===== src/rtl/mem_arb_pkg.sv =====
// Shared types and constants for the unified-memory arbiter between fetch and data-memory stages.
package mem_arb_pkg;

    typedef enum logic [1:0] {
        IDLE    = 2'd0,
        IF_BUSY = 2'd1,
        DM_BUSY = 2'd2
    } arb_state_e;

    localparam int DEF_ADDR_W        = 10;
    localparam int DEF_DATA_W        = 32;
    localparam int DEF_IF_STARVE_MAX = 4;

    localparam logic PORT_IF = 1'b0;
    localparam logic PORT_DM = 1'b1;

endpackage


===== src/rtl/mem_arb_starve.sv =====
// Grant decision for the two requesters plus next value of the IF starvation counter.
// DM is preferred unless IF has already been passed over IF_STARVE_MAX times in a row.
module mem_arb_starve
    import mem_arb_pkg::*;
#(
    parameter int IF_STARVE_MAX = DEF_IF_STARVE_MAX,
    parameter int CNT_W         = 3
) (
    input  logic             if_req,
    input  logic             if_elig,
    input  logic             dm_elig,
    input  logic [CNT_W-1:0] cnt,
    output logic             grant_valid,
    output logic             grant_port,
    output logic [CNT_W-1:0] cnt_nxt
);

    localparam logic [CNT_W-1:0] CNT_MAX = CNT_W'(IF_STARVE_MAX);

    logic if_starved_s;

    // Pick the winner and derive the counter value that goes with that choice
    always_comb begin
        if_starved_s = if_elig && (cnt == CNT_MAX);
        grant_valid  = 1'b0;
        grant_port   = PORT_IF;
        cnt_nxt      = cnt;
        if (dm_elig && !if_starved_s) begin
            grant_valid = 1'b1;
            grant_port  = PORT_DM;
            if (!if_elig) begin
                cnt_nxt = {CNT_W{1'b0}};
            end else if (cnt < CNT_MAX) begin
                cnt_nxt = cnt + CNT_W'(1);
            end else begin
                cnt_nxt = cnt;
            end
        end else if (if_elig) begin
            grant_valid = 1'b1;
            grant_port  = PORT_IF;
            cnt_nxt     = {CNT_W{1'b0}};
        end else if (!if_req) begin
            cnt_nxt = {CNT_W{1'b0}};
        end else begin
            cnt_nxt = cnt;
        end
    end

endmodule


===== src/rtl/mem_arbiter.sv =====
// Sequences one single-port memory between instruction fetch (read only) and data memory (read/write),
// one transaction outstanding at a time, DM preferred with a bounded wait for IF and fetch abort on flush.
module mem_arbiter
    import mem_arb_pkg::*;
#(
    parameter int ADDR_W        = DEF_ADDR_W,
    parameter int DATA_W        = DEF_DATA_W,
    parameter int IF_STARVE_MAX = DEF_IF_STARVE_MAX
) (
    input  logic              clk,
    input  logic              rst,
    input  logic              if_req,
    input  logic [ADDR_W-1:0] if_addr,
    input  logic              if_abort,
    output logic [DATA_W-1:0] if_rdata,
    output logic              if_ack,
    output logic              if_stall,
    input  logic              dm_req,
    input  logic              dm_we,
    input  logic [ADDR_W-1:0] dm_addr,
    input  logic [DATA_W-1:0] dm_wdata,
    output logic [DATA_W-1:0] dm_rdata,
    output logic              dm_ack,
    output logic              dm_stall,
    output logic              mem_req,
    output logic              mem_we,
    output logic [ADDR_W-1:0] mem_addr,
    output logic [DATA_W-1:0] mem_wdata,
    input  logic              mem_ready,
    input  logic [DATA_W-1:0] mem_rdata
);

    localparam int CNT_W = $clog2(IF_STARVE_MAX + 1);

    arb_state_e       state_r;
    logic [CNT_W-1:0] starve_cnt_r;
    logic [CNT_W-1:0] cnt_nxt_s;
    logic             abort_pend_r;
    logic             if_elig_s;
    logic             dm_elig_s;
    logic             grant_valid_s;
    logic             grant_port_s;

    // A port whose ack is up is still dropping its request and must not be re-granted
    always_comb begin
        if_elig_s = if_req && !if_ack && !if_abort;
        dm_elig_s = dm_req && !dm_ack;
    end

    assign if_stall = if_req & ~if_ack;
    assign dm_stall = dm_req & ~dm_ack;

    mem_arb_starve #(
        .IF_STARVE_MAX (IF_STARVE_MAX),
        .CNT_W         (CNT_W)
    ) u_starve (
        .if_req      (if_req),
        .if_elig     (if_elig_s),
        .dm_elig     (dm_elig_s),
        .cnt         (starve_cnt_r),
        .grant_valid (grant_valid_s),
        .grant_port  (grant_port_s),
        .cnt_nxt     (cnt_nxt_s)
    );

    // Arbitration FSM with the memory-side and requester-side output registers
    always_ff @(posedge clk or negedge rst) begin
        if (!rst) begin
            state_r      <= IDLE;
            mem_req      <= 1'b0;
            mem_we       <= 1'b0;
            mem_addr     <= {ADDR_W{1'b0}};
            mem_wdata    <= {DATA_W{1'b0}};
            if_ack       <= 1'b0;
            dm_ack       <= 1'b0;
            if_rdata     <= {DATA_W{1'b0}};
            dm_rdata     <= {DATA_W{1'b0}};
            starve_cnt_r <= {CNT_W{1'b0}};
            abort_pend_r <= 1'b0;
        end else begin
            if_ack <= 1'b0;
            dm_ack <= 1'b0;
            case (state_r)
                IDLE: begin
                    starve_cnt_r <= cnt_nxt_s;
                    if (grant_valid_s && (grant_port_s == PORT_DM)) begin
                        state_r   <= DM_BUSY;
                        mem_req   <= 1'b1;
                        mem_we    <= dm_we;
                        mem_addr  <= dm_addr;
                        mem_wdata <= dm_wdata;
                    end else if (grant_valid_s) begin
                        state_r  <= IF_BUSY;
                        mem_req  <= 1'b1;
                        mem_we   <= 1'b0;
                        mem_addr <= if_addr;
                    end else begin
                        state_r <= IDLE;
                    end
                end
                IF_BUSY: begin
                    if (!if_req) begin
                        starve_cnt_r <= {CNT_W{1'b0}};
                    end
                    // A flush seen at any point of the fetch, including the completion cycle, swallows the result
                    if (mem_ready) begin
                        state_r      <= IDLE;
                        mem_req      <= 1'b0;
                        abort_pend_r <= 1'b0;
                        if (!abort_pend_r && !if_abort) begin
                            if_ack   <= 1'b1;
                            if_rdata <= mem_rdata;
                        end
                    end else if (if_abort) begin
                        abort_pend_r <= 1'b1;
                    end
                end
                DM_BUSY: begin
                    if (!if_req) begin
                        starve_cnt_r <= {CNT_W{1'b0}};
                    end
                    if (mem_ready) begin
                        state_r <= IDLE;
                        mem_req <= 1'b0;
                        dm_ack  <= 1'b1;
                        if (!mem_we) begin
                            dm_rdata <= mem_rdata;
                        end
                    end
                end
                default: begin
                    state_r      <= IDLE;
                    mem_req      <= 1'b0;
                    abort_pend_r <= 1'b0;
                end
            endcase
        end
    end

endmodule


===== config.mk =====
export PLATFORM = sky130hd
export DESIGN_NAME = mem_arbiter
export DESIGN_NICKNAME = d
export VERILOG_FILES = /design/src/rtl/mem_arb_pkg.sv /design/src/rtl/mem_arb_starve.sv /design/src/rtl/mem_arbiter.sv
export SDC_FILE = /design/constraint.sdc
export NUM_CORES = 1
export LEC_CHECK = 0
export BUFFER_PORTS_ARGS = -buffer_cell sky130_fd_sc_hd__buf_2
export CAP_MARGIN = 15
export CORE_ASPECT_RATIO = 1.25
export CORE_MARGIN = 5
export CORE_UTILIZATION = 30
export DETAILED_ROUTE_END_ITERATION = 16
export PLACE_DENSITY = 0.6
export RECOVER_POWER = 100
export SETUP_SLACK_MARGIN = 0.3
export SYNTH_ARGS = -nofsm -noshare
export SYNTH_HDL_FRONTEND = slang
export SYNTH_HIERARCHICAL = 1
export SYNTH_SLANG_ARGS = --single-unit

===== constraint.sdc =====
create_clock -name clk -period 2 [get_ports clk]
set_clock_uncertainty 0.15 [all_clocks]
set_input_delay 0.2 -clock clk [delete_from_list [all_inputs] [get_ports clk]]
set_output_delay 0.2 -clock clk [all_outputs]
set_load 0.01 [all_outputs]

==> results of run 1 <==
state kept, by name, indices dropped and copies added, names as in the netlist:
name / count
mem_addr: 10
mem_wdata: 32
mem_we: 1
starve_cnt_r: 3
state_r: 2
if_rdata: 32
mem_req: 1
dm_rdata: 32
abort_pend_r: 1
dm_ack: 1
if_ack: 1
final cells by class:
| type | instances | share of cell area, % |
|---|---|---|
| clock buffers | 22 | 5.96 |
| clock inverters | 10 | 0.724 |
| inverters | 7 | 0.362 |
| multi-input cells | 180 | 24.0 |
| flip-flops and latches | 116 | 36.5 |
| well taps | 212 | 3.33 |
| repair buffers | 334 | 29.1 |
worst max path at each step:
stage | start | endpoint
after global placement | state_r[1] | if_rdata[30]
after floorplan | if_ack | mem_wdata[10]
after global routing | state_r[1] | dm_rdata[3]
final | state_r[1] | dm_rdata[3]
after detailed placement | state_r[1] | if_rdata[0]
after CTS | if_ack | mem_wdata[28]
synthesized netlist by cell type, drive strengths merged:
cell type,number,area (sq um)
a211o,1,10.0
a21oi,13,65.1
a22o,1,10.0
a31oi,1,6.26
and2,2,15.0
buf,16,129
dfrtp,116,2900
ha,7,87.6
inv,7,26.3
mux2,97,1200
mux2i,14,140
nand2,8,46.3
nand2b,1,6.26
nand3,4,20.0
nor2,12,45.0
nor2b,5,31.3
nor3,2,10.0
nor3b,1,12.5
nor4bb,1,10.0
o21ai,6,30.0
o21bai,1,7.51
o31ai,1,7.51
or2,1,6.26
worst register-to-register path, cell delays in order, from the launching register on:
cell      delay [ps]
dfrtp_1          380
clkbuf_1         110
ha_1             190
and2_4           180
nand2_8          110
clkbuf_2         250
mux2_2           370
through the flow:
stage	hold slack, ps	instance area, sq um	instances	worst slack [ps]
after floorplan	-246	5020	318	82.6
after global placement	182	6310	730	119
after detailed placement	193	6310	730	75.5
after CTS	-80.9	8080	870	176
after global routing	141	7950	881	57.8
final	123	7950	881	124
metal layers:
layer  GRT usage [%]  vias up
li1                -     1794
met5               0        -
met4            5.59        0
met1            16.3     1910
met3            4.16       28
met2            27.8      129
power by group through the flow:
| stage | clock network (mW) | registers, mW | logic, mW |
|---|---|---|---|
| 3_5_place_dp | 0 | 4.13 | 4.63 |
| 4_1_cts | 2.79 | 4.13 | 5.13 |
| 6_report | 2.71 | 4.15 | 4.61 |
| 3_3_place_gp | 0 | 4.11 | 4.51 |
| 2_1_floorplan | 0 | 4.63 | 2.30 |
| 5_1_grt | 2.89 | 4.28 | 4.98 |
cell families (layout without fill, tap and decap cells):
| kind of cell | count (synthesis) | count (layout) | synth area share [%] |
|---|---|---|---|
| multiplexers | 111 | 111 | 27.8 |
| adder cells (fa/ha/maj) | 7 | 7 | 1.81 |
| AND/OR/NAND/NOR | 37 | 38 | 4.20 |
| buffers and inverters | 23 | 373 | 3.21 |
| flip-flops | 116 | 116 | 60.2 |
| AO/OA/AOI/OAI | 24 | 24 | 2.83 |
what timing repair did:
| action | in CTS | in global routing |
|---|---|---|
| pin swaps | 1 | 4 |
| hold buffers | 88 | 1 |
| cloned | 6 | 5 |
| endpoints found under the hold margin | 228 | 3 |
| gates resized for setup | 27 | 21 |
| endpoints found under the setup margin | 105 | 113 |
| buffers inserted | 14 | 5 |
==> flow_summary.json, run 1 <==
{
  "status": "completed",
  "drv_cap": 0,
  "clock_latency_ps": 410,
  "rows": 51,
  "crit_buf_inv": 2,
  "hold_violations": 0,
  "p_sw_share_pct": 34.3,
  "rr_endpoint": "dm_rdata[3]",
  "grt_pass1_vias": 4329,
  "slowest_delay_ps": 380,
  "synth_cell_types": 29,
  "die_area_sq_um": 18700,
  "hold_end": "state_r[1]",
  "final_cell_mix": "118 x clkbuf_1, 115 x dfrtp_1, 90 x buf_2",
  "syn_area_sq_um": 4830,
  "gr-total-overflow": 0,
  "p_per_area_nw_per_um2": 1440,
  "cts_buffer_depth": 2,
  "io-pin-count": 203,
  "crit_type": "register to register",
  "worst-path-stages": 6,
  "p_int_mw": 7.53,
  "ir_drop_uv": 582,
  "wire_per_inst_um": 16.5,
  "final-max-slew-violation-count": 0,
  "clkPwrFrac_pct": 23.6,
  "fin_nets": 754,
  "synth_warnings": 6,
  "die_w_um": 123,
  "start_kind": "register",
  "multi_input_area_sq_um": 1910,
  "io_buffers": 202,
  "critPathTopFamily": "flip-flops",
  "end_kind": "register",
  "worstHoldStart": "mem_ready",
  "ys_ff_latch": 116,
  "rsz0062_at_grt": "true",
  "hold_path_class": "input pin to register",
  "grt_pass1_wl_um": 22200,
  "tns_ps": 0,
  "drc": 0,
  "start_util_pct": 30.7,
  "fill_cells": 1426,
  "clock_sinks": 116,
  "synth_cells": 318,
  "dr.max_layer_used": "met4",
  "area_delta_synth_final_pct": 64.8,
  "grt_start_max_net_pins": 117,
  "worstPathMaxFanout": 6,
  "hold_path_depth": 4,
  "setup_viol": 0,
  "gp_congestion": 0.691,
  "seqPwrFrac_pct": 36.2,
  "drtIter0Drc": 132,
  "reg2reg_slack_ps": 120,
  "drtAntennaViolNets": 0,
  "drt_wl_total_um": 14600,
  "wl_met3_um": 834,
  "antenna_cells": 0,
  "p_sw_mw": 3.93,
  "period_share_pct": 93.8,
  "crit_required_ps": 2130,
  "max_freq_mhz": 533,
  "dr.pass1.iters": 4,
  "worst-r2r-cell-count": 6,
  "dp_hpwl_um": 8800,
  "die_y_um": 152,
  "cp.arrival_ps": 2010,
  "power_frac_comb_pct": 40.2,
  "ys_seq_area_share_pct": 60.2,
  "cts_tree": "done",
  "antenna_found_initial": 0,
  "via_per_inst": 4.38,
  "critPathSlowestCell": "dfrtp_1",
  "clk_pin_slew_ps": 50,
  "clockRootBuffer": "clkbuf_16",
  "register_area_sq_um": 2900,
  "drive_gt1_share_pct": 37.5,
  "cp_cell_sequence": "clkbuf_1 -> ha_1 -> and2_4 -> nand2_8 -> clkbuf_2 -> mux2_2",
  "totalPowerFinal_mw": 11.5,
  "fin_crit_ps": 1880,
  "fin_util_pct": 50.7,
  "layout_commonest_cell": "clkbuf_1",
  "p_leak_nw": 3.66,
  "tightest_slew_ps": 1060,
  "fp.coreArea_sq_um": 15700,
  "route.vias.total": 3861,
  "cts_made_buffers": 17,
  "synth.avg_cell_area_sq_um": 15.2,
  "met2_length_um": 7910,
  "wl_met1_um": 5470,
  "slew_headroom_pct": 29.3,
  "track_usage_pct": 15.2,
  "synth_nets": 416,
  "timing.rr.start": "state_r[1]",
  "htree_levels": 4
}
Power figures use the tool's default switching activity.
==> inputs of run 2 (changes only) <==
- CORE_MARGIN: 5 -> 1
- CORE_UTILIZATION: 30 -> 43
- PLACE_DENSITY: 0.6 -> 0.8
==> run 2 against run 1 <==
Effect of this change: sequential share of layout area decreased by 0.12 points; non-clock buffer count is the same; cell count decreased by 9.2%; register-to-register slack worse by 40 ps; sequential cell count stayed put; highest routed layer unchanged; routed wire length up 5.7%; die area fell by 38%; fmax is 2.0% lower; critical path depth grew 1; clock power up 8.1%; sequential power rose by 2%; design area rose by 0.28%.
==> flow_summary.json, run 2 (same netlist as run 1, synthesis figures left out) <==
{
  "p_sw_mw": 4.09,
  "multi_input_area_sq_um": 1980,
  "reg_top3": "dm_rdata (32), if_rdata (32), mem_wdata (32)",
  "final-max-slew-violation-count": 0,
  "route.vias.total": 4017,
  "die_w_um": 96.8,
  "status": "completed",
  "fp.coreArea_sq_um": 10800,
  "via_per_inst": 5.02,
  "hold_end": "abort_pend_r",
  "clk_pin_slew_ps": 50,
  "p_leak_nw": 3.70,
  "place_area_sq_um": 6230,
  "hold_path_class": "input pin to register",
  "seqPwrFrac_pct": 35.4,
  "ir_drop_uv": 807,
  "gr-total-overflow": 0,
  "final_cell_mix": "118 x clkbuf_1, 116 x dfrtp_1, 91 x buf_2",
  "drive_gt1_share_pct": 37.9,
  "rr_endpoint": "mem_wdata[18]",
  "p_per_area_nw_per_um2": 1500,
  "reg2reg_slack_ps": 90,
  "fin_nets": 753,
  "antenna_cells": 0,
  "grt_start_max_net_pins": 72,
  "start_kind": "register",
  "drc": 0,
  "clock_sinks": 116,
  "cts_made_buffers": 17,
  "hold_path_depth": 3,
  "track_usage_pct": 26.6,
  "fin_area_sq_um": 7980,
  "drtIter0Drc": 111,
  "antenna_found_initial": 0,
  "tns_ps": 0,
  "p_int_mw": 7.88,
  "fin_crit_ps": 1910,
  "setup_viol": 0,
  "drtAntennaViolNets": 0,
  "wire_per_inst_um": 19.2,
  "cts_buffer_depth": 2,
  "worstHoldStart": "if_abort",
  "drt_wl_total_um": 15400,
  "p_sw_share_pct": 34.2,
  "htree_levels": 4,
  "worst-r2r-cell-count": 7,
  "drv_cap": 0,
  "crit_required_ps": 2120,
  "tightest_slew_ps": 1160,
  "clockRootBuffer": "clkbuf_16",
  "slew_headroom_pct": 22.5,
  "gp_congestion": 0.765,
  "max_freq_mhz": 523,
  "fill_cells": 718,
  "period_share_pct": 95.6,
  "register_area_sq_um": 2900,
  "layout_commonest_cell": "clkbuf_1",
  "die_area_sq_um": 11700,
  "dr.pass1.iters": 6,
  "start_util_pct": 44.8,
  "rsz0062_at_grt": "true",
  "dp_hpwl_um": 8110,
  "cts_tree": "done",
  "area_delta_synth_final_pct": 65.3,
  "hold_violations": 0,
  "io_buffers": 202,
  "cp.arrival_ps": 2040,
  "fin_util_pct": 74.0,
  "clock_latency_ps": 410,
  "io-pin-count": 203,
  "clkPwrFrac_pct": 24.5,
  "worstPathMaxFanout": 7,
  "grt_pass1_vias": 4513,
  "crit_type": "register to register",
  "end_kind": "register",
  "grt_pass1_wl_um": 23700,
  "timing.rr.start": "if_ack",
  "rows": 42,
  "die_y_um": 120,
  "power_frac_comb_pct": 40.1
}
run 2: cell count changes in the layout (fill, tap and decap cells not counted), moves of 3 or more:
| cell | previous run | this run |
|---|---|---|
| mux2_2 | 34 | 23 |
| mux2i_4 | 0 | 3 |
| mux2i_1 | 13 | 10 |
| clkinv_2 | 7 | 4 |
| mux2_4 | 34 | 44 |
| buf_6 | 7 | 11 |
run 2: layer usage:
| metal | up-vias | track usage [%] | routed length, um |
|---|---|---|---|
| met5 | - | 0 | 0 |
| met3 | 58 | 5.84 | 644 |
| met1 | 2000 | 27.4 | 5430 |
| li1 | 1789 | - | - |
| met2 | 170 | 47.8 | 8550 |
| met4 | 0 | 18.9 | 767 |
run 2: metrics by stage:
step | worst slack (ps) | total power [mW] | hold WS, ps | cells
after global routing | 40.4 | 12.6 | 7.47 | 800
after global placement | 123 | 8.52 | 97.6 | 652
after CTS | 181 | 12.3 | -59.7 | 792
after detailed placement | 81.4 | 8.71 | 105 | 652
final | 87.1 | 12.0 | 6.98 | 800
after floorplan | 82.6 | 6.94 | -246 | 318
run 2: repair_timing:
| item | 4_1_cts | 5_1_grt |
|---|---|---|
| gates resized for setup | 30 | 33 |
| endpoints found under the hold margin | 227 | 3 |
| pin swaps | 6 | 5 |
| hold buffers | 86 | 1 |
| setup buffers | 15 | 6 |
| gates cloned | 7 | 1 |
| endpoints found under the setup margin | 106 | 114 |
run 2: worst max path at each step:
stage,from,to,slack [ps],cells past startpoint
after floorplan,if_ack,mem_wdata[10],80,8
after detailed placement,starve_cnt_r[0],mem_wdata[14],80,6
after global routing,state_r[0],if_rdata[21],40,6
after CTS,if_ack,mem_wdata[26],180,7
after global placement,if_req,mem_wdata[3],120,8
final,if_ack,mem_wdata[18],90,7
run 2: worst max-delay path, stage by stage, from the launching register on:
cell	delay, ps
dfrtp_1	390
nor2b_2	140
nor2b_4	180
or2_4	140
and2_4	170
nand2_8	100
buf_6	160
mux2_1	330
run 2: final cells by class:
| type | instances | share of cell area [%] |
|---|---|---|
| Timing Repair Buffer | 334 | 29.2 |
| Multi-Input combinational cell | 179 | 24.8 |
| Clock buffer | 23 | 5.87 |
| Clock inverter | 9 | 1.30 |
| Sequential cell | 116 | 36.4 |
| Inverter | 7 | 0.361 |
| Tap cell | 132 | 2.07 |
run 2: power by group through the flow:
stage	Sequential, mW	Combinational [mW]	Clock, mW
3_5_place_dp	4.14	4.57	0
4_1_cts	4.14	5.17	2.96
5_1_grt	4.35	5.12	3.10
3_3_place_gp	4.09	4.43	0
2_1_floorplan	4.63	2.30	0
6_report	4.23	4.81	2.93
